[src/rtl/btn_conditioner.sv]
// Multi-channel push-button conditioner: 2-flop synchronizer, per-channel debounce
// and single-cycle press/release events. Optional auto-repeat under BTN_AUTOREPEAT_EN.
module btn_conditioner #(
    parameter int          NUM_BTNS        = 4,
    parameter logic [28:0] DEBOUNCE_CYCLES = 29'd1000000,
    parameter logic [28:0] REPEAT_DELAY    = 29'd50000000,
    parameter logic [28:0] REPEAT_PERIOD   = 29'd10000000
) (
    input  logic                clk,
    input  logic                rst,
    input  logic [NUM_BTNS-1:0] btn_raw,
    output logic [NUM_BTNS-1:0] btn_level,
    output logic [NUM_BTNS-1:0] btn_press,
    output logic [NUM_BTNS-1:0] btn_release
);

    localparam int               CNT_W   = $clog2(DEBOUNCE_CYCLES + 29'd1);
    localparam logic [CNT_W-1:0] CNT_MAX = CNT_W'(DEBOUNCE_CYCLES - 29'd1);

    logic [NUM_BTNS-1:0] sync1_r;
    logic [NUM_BTNS-1:0] sync2_r;
    logic [NUM_BTNS-1:0] accept_s;
    logic [NUM_BTNS-1:0] rptFire_s;
    logic [CNT_W-1:0]    debCnt_r     [NUM_BTNS];
    logic [CNT_W-1:0]    debCntNext_s [NUM_BTNS];

    // Zero-valued timing parameters leave this marker block in the elaborated hierarchy
    if (DEBOUNCE_CYCLES == 29'd0 || REPEAT_DELAY == 29'd0 || REPEAT_PERIOD == 29'd0) begin : gParamBelowMinimum
    end

    // Per-channel debounce: count differing samples, accept at DEBOUNCE_CYCLES-1
    always_comb begin
        accept_s = '0;
        for (int i = 0; i < NUM_BTNS; i++) begin
            debCntNext_s[i] = '0;
            if (sync2_r[i] == btn_level[i]) begin
                debCntNext_s[i] = '0;
            end else if (debCnt_r[i] == CNT_MAX) begin
                accept_s[i]     = 1'b1;
                debCntNext_s[i] = '0;
            end else begin
                debCntNext_s[i] = debCnt_r[i] + CNT_W'(1);
            end
        end
    end

`ifdef BTN_AUTOREPEAT_EN
    localparam logic [28:0]      RPT_TOP    = (REPEAT_DELAY > REPEAT_PERIOD) ? REPEAT_DELAY : REPEAT_PERIOD;
    localparam int               RPT_W      = $clog2(RPT_TOP + 29'd1);
    localparam logic [RPT_W-1:0] DELAY_MAX  = RPT_W'(REPEAT_DELAY - 29'd1);
    localparam logic [RPT_W-1:0] PERIOD_MAX = RPT_W'(REPEAT_PERIOD - 29'd1);

    logic [RPT_W-1:0]    rptCnt_r     [NUM_BTNS];
    logic [RPT_W-1:0]    rptCntNext_s [NUM_BTNS];
    logic [NUM_BTNS-1:0] rptPhase_r;
    logic [NUM_BTNS-1:0] rptPhaseNext_s;

    // Repeat timing: phase 0 waits REPEAT_DELAY, phase 1 fires every REPEAT_PERIOD
    always_comb begin
        rptFire_s      = '0;
        rptPhaseNext_s = '0;
        for (int i = 0; i < NUM_BTNS; i++) begin
            rptCntNext_s[i] = '0;
            if (accept_s[i] || !btn_level[i]) begin
                rptCntNext_s[i]   = '0;
                rptPhaseNext_s[i] = 1'b0;
            end else if (rptCnt_r[i] == (rptPhase_r[i] ? PERIOD_MAX : DELAY_MAX)) begin
                rptFire_s[i]      = 1'b1;
                rptCntNext_s[i]   = '0;
                rptPhaseNext_s[i] = 1'b1;
            end else begin
                rptCntNext_s[i]   = rptCnt_r[i] + RPT_W'(1);
                rptPhaseNext_s[i] = rptPhase_r[i];
            end
        end
    end

    // Repeat counter state
    always_ff @(posedge clk) begin
        if (rst) begin
            rptPhase_r <= '0;
            for (int i = 0; i < NUM_BTNS; i++) begin
                rptCnt_r[i] <= '0;
            end
        end else begin
            rptPhase_r <= rptPhaseNext_s;
            for (int i = 0; i < NUM_BTNS; i++) begin
                rptCnt_r[i] <= rptCntNext_s[i];
            end
        end
    end
`else
    assign rptFire_s = '0;
`endif

    // Synchronizer, debounce counters, debounced level and event pulses
    always_ff @(posedge clk) begin
        if (rst) begin
            sync1_r     <= '0;
            sync2_r     <= '0;
            btn_level   <= '0;
            btn_press   <= '0;
            btn_release <= '0;
            for (int i = 0; i < NUM_BTNS; i++) begin
                debCnt_r[i] <= '0;
            end
        end else begin
            sync1_r     <= btn_raw;
            sync2_r     <= sync1_r;
            btn_level   <= btn_level ^ accept_s;
            btn_press   <= (accept_s & ~btn_level) | rptFire_s;
            btn_release <= accept_s & btn_level;
            for (int i = 0; i < NUM_BTNS; i++) begin
                debCnt_r[i] <= debCntNext_s[i];
            end
        end
    end

endmodule

[config.mk]
export PLATFORM = sky130hd
export DESIGN_NAME = btn_conditioner
export DESIGN_NICKNAME = d
export VERILOG_FILES = /design/src/rtl/btn_conditioner.sv
export SDC_FILE = /design/constraint.sdc
export NUM_CORES = 1
export LEC_CHECK = 0
export CAP_MARGIN = 20
export CORE_MARGIN = 2
export CORE_UTILIZATION = 30
export DETAILED_ROUTE_END_ITERATION = 12
export DONT_BUFFER_PORTS = 1
export GPL_TIMING_DRIVEN = 0
export SYNTH_ARGS = -nofsm -noshare
export SYNTH_HDL_FRONTEND = slang
export SYNTH_SLANG_ARGS = --single-unit
[constraint.sdc]
create_clock -name clk -period 3.5 [get_ports clk]
set_clock_uncertainty 0.1 [all_clocks]
set_input_delay 0.175 -clock clk [delete_from_list [all_inputs] [get_ports clk]]
set_output_delay 0.175 -clock clk [all_outputs]
set_load 0.005 [all_outputs]
==> flow_summary.toml <==
[place]
pre_cts_slack_ns = 1.07
portBuffers = 0
finalWeightedCongestion = 0.780
dpl_cell_area_mm2 = 0.00450
place_hpwl_mm = 5.56

[logic_synthesis]
synth_seq_cells = 100
async_reset_ff_share_pct = 0
synth_fp_nets = 491
synth.top_cell.area_share_pct = 46.8
synth-edff-count = 0
synth_cell_types = 34
synth.most_common_cell = "dfxtp_1"
synthTopCellsByCount = "dfxtp_1, nor2_1, xnor2_1"
synth_cells = 481
synthFlopType = "dfxtp_1"
syn_avg_cell_area_um2 = 8.89
syn_area_mm2 = 0.00428
synth_area_leaders = "dfxtp_1, xnor2_1, nor2_1"
yosysWarnings = 0
synth_top_area_cell = "dfxtp_1"
yosysSeqAreaShare_pct = 46.8

[die]
die_area_mm2 = 0.0152
io_pins = 18
rows = 43
start_util_pct = 30.8
die_w_um = 123
die_h_um = 123
core_mm2 = 0.0139

[sta]
slew_headroom_pct = 63.7
worst_pin_slew_ns = 0.539
whs_ns = 0.190
max_freq_mhz = 413
worst_slack_ns = 1.08
setup_viol = 0
rsz0062_at_grt = "no"
tns_ns = 0
finalHoldViolations = 0
finalMaxSlewViolations = 0
finalCritPeriodShare_pct = 69.2
post-route-min-period_ns = 2.42

[pwr]
switching_power_mw = 0.442
p_clk_share_pct = 46.1
p_per_area_mw_per_mm2 = 448
worst_ir_drop_vdd_mv = 0.256
swShare_pct = 20.3
comb_power_share_pct = 1.3
p_int_mw = 1.74
seq_power_share_pct = 52.6
p_leak_nw = 1.37

[grt]
grt_usage_pct = 10.9
grt_pass1_vias = 3077
grt_pass1_wl_mm = 13.4
grt_max_degree = 18
antenna_found_initial = 0
grt_overflow = 0

[route]
drc = 0
via_count = 3294
first_iter_violations = 178
drtPass1Iterations = 5
ant_nets = 0
wl_per_cell_um = 11.4
totalWireLength_mm = 7.78
drt-vias-per-instance = 4.83

[worst_hold_path]
hp-class = "in -> reg"

[worst_setup_path]
worstPathArrival_ns = 2.54
required_ns = 3.62
path_class = "reg -> reg"
critPathLaunchType = "register"
critPathCaptureType = "register"
crit_fanout = 10

[clocking]
numCtsBuffers = 9
cts-root-buf = "clkbuf_16"
clock_latency_ns = 0.34
cts.sinks = 100
ctsResizeCount = 0
cts_max_level = 3
cts_tree = "built"
clk_pin_slew_ns = 0.07
post_cts_buffers = 0
cts_buffer_depth = 2

[job]
max_cap_viol_count = 0

[layout]
fillers = 1409
utilization_pct = 35.0
drive_gt1_share_pct = 6.77
fin_area_mm2 = 0.00486
area_growth_pct = 13.7
nets = 507
diodes = 0

[status]
status = "finished clean"
==> metal layers <==
layer / global-route usage [%] / wire length, um / vias up
li1: - / - / 1712
met1: 13.3 / 3790 / 1537
met2: 18.4 / 3620 / 35
met3: 2.31 / 230 / 10
met4: 4.76 / 145 / 0
met5: 0 / 0 / -
==> sequential cells by signal, summed over array words and instances, names as in the netlist, named ones only <==
| register | flops |
|---|---|
| sync1_r | 4 |
| btn_press | 4 |
| btn_release | 4 |
| sync2_r | 4 |
| debCnt_r | 80 |
==> layout make-up <==
class                           count  area (um2)  area share [%]
Clock inverter                      6        70.1            1.44
Sequential cell                   100        2000            41.2
Tap cell                          180         225            4.63
Inverter                           27         101            2.08
Multi-Input combinational cell    340        2100            43.2
Timing Repair Buffer                5        50.0            1.03
Buffer                             14        71.3            1.47
Clock buffer                       10         239            4.92
==> layout by cell type, fill, tap and decap left out, types with 3 or more instances in the layout <==
| cell | instances |
|---|---|
| dfxtp_1 | 100 |
| nor2_1 | 70 |
| xnor2_1 | 40 |
| nand3_1 | 28 |
| inv_1 | 27 |
| a21oi_1 | 22 |
| nand4_1 | 17 |
| nor4_1 | 17 |
| xor2_1 | 16 |
| nand2_1 | 16 |
| or4_1 | 16 |
| nor3_1 | 15 |
| or3_1 | 14 |
| o21ai_0 | 12 |
| o31ai_1 | 10 |
| clkbuf_1 | 9 |
| nor2b_1 | 9 |
| clkbuf_16 | 9 |
| and3_1 | 6 |
| dlygate4sd3_1 | 5 |
| or4b_1 | 4 |
| or2_2 | 4 |
| ha_1 | 4 |
| nor4b_1 | 3 |
| buf_2 | 3 |
| nand2b_1 | 3 |
| inv_6 | 3 |
==> metrics by stage <==
stage	instances	total power, mW
2_1_floorplan	481	1.19
3_3_place_gp	661	1.19
3_5_place_dp	661	1.19
4_1_cts	682	2.21
5_1_grt	682	2.27
6_report	682	2.18
==> cells by family (layout without fill, tap and decap cells) <==
logic type,count (synthesis),count (layout),share of synthesized area (%)
AND/OR/NAND/NOR,228,228,28.4
XOR/XNOR,56,56,11.5
buffers and inverters,41,62,4.04
flip-flops,100,100,46.8
adder cells (fa/ha/maj),4,4,1.17
AO/OA/AOI/OAI,52,52,8.13
==> critical path, cell delays in order, from the launching register on <==
cell and delay [ns]:
dfxtp_1 0.38, ha_1 0.23, nand3_1 0.23, or2_2 0.35, clkbuf_1 0.18, o31ai_4 0.46
buf_2 0.29, nor2_1 0.07
==> final timing paths <==
check | slack (ns) | cells past startpoint | start | to
max | 1.08 | 7 | debCnt_r[3][0] | debCnt_r[3][13]
min | 0.19 | 2 | rst | sync2_r[2]
max reg2reg | 1.08 | 7 | debCnt_r[3][0] | debCnt_r[3][13]
min reg2reg | 0.34 | 1 | sync1_r[2] | sync2_r[2]
==> power groups by stage <==
stage               logic [mW]  clock network [mW]  registers [mW]
floorplan               0.0171                   0            1.17
global placement        0.0221                   0            1.17
detailed placement      0.0225                   0            1.17
CTS                     0.0286                1.04            1.15
global route            0.0313                1.09            1.15
finish                  0.0279                1.00            1.15
==> what timing repair did <==
item                                    4_1_cts  5_1_grt
hold endpoints to repair                     16        0
hold buffers                                  5        0
endpoints found under the setup margin        0        0
Power figures use the tool's default switching activity.
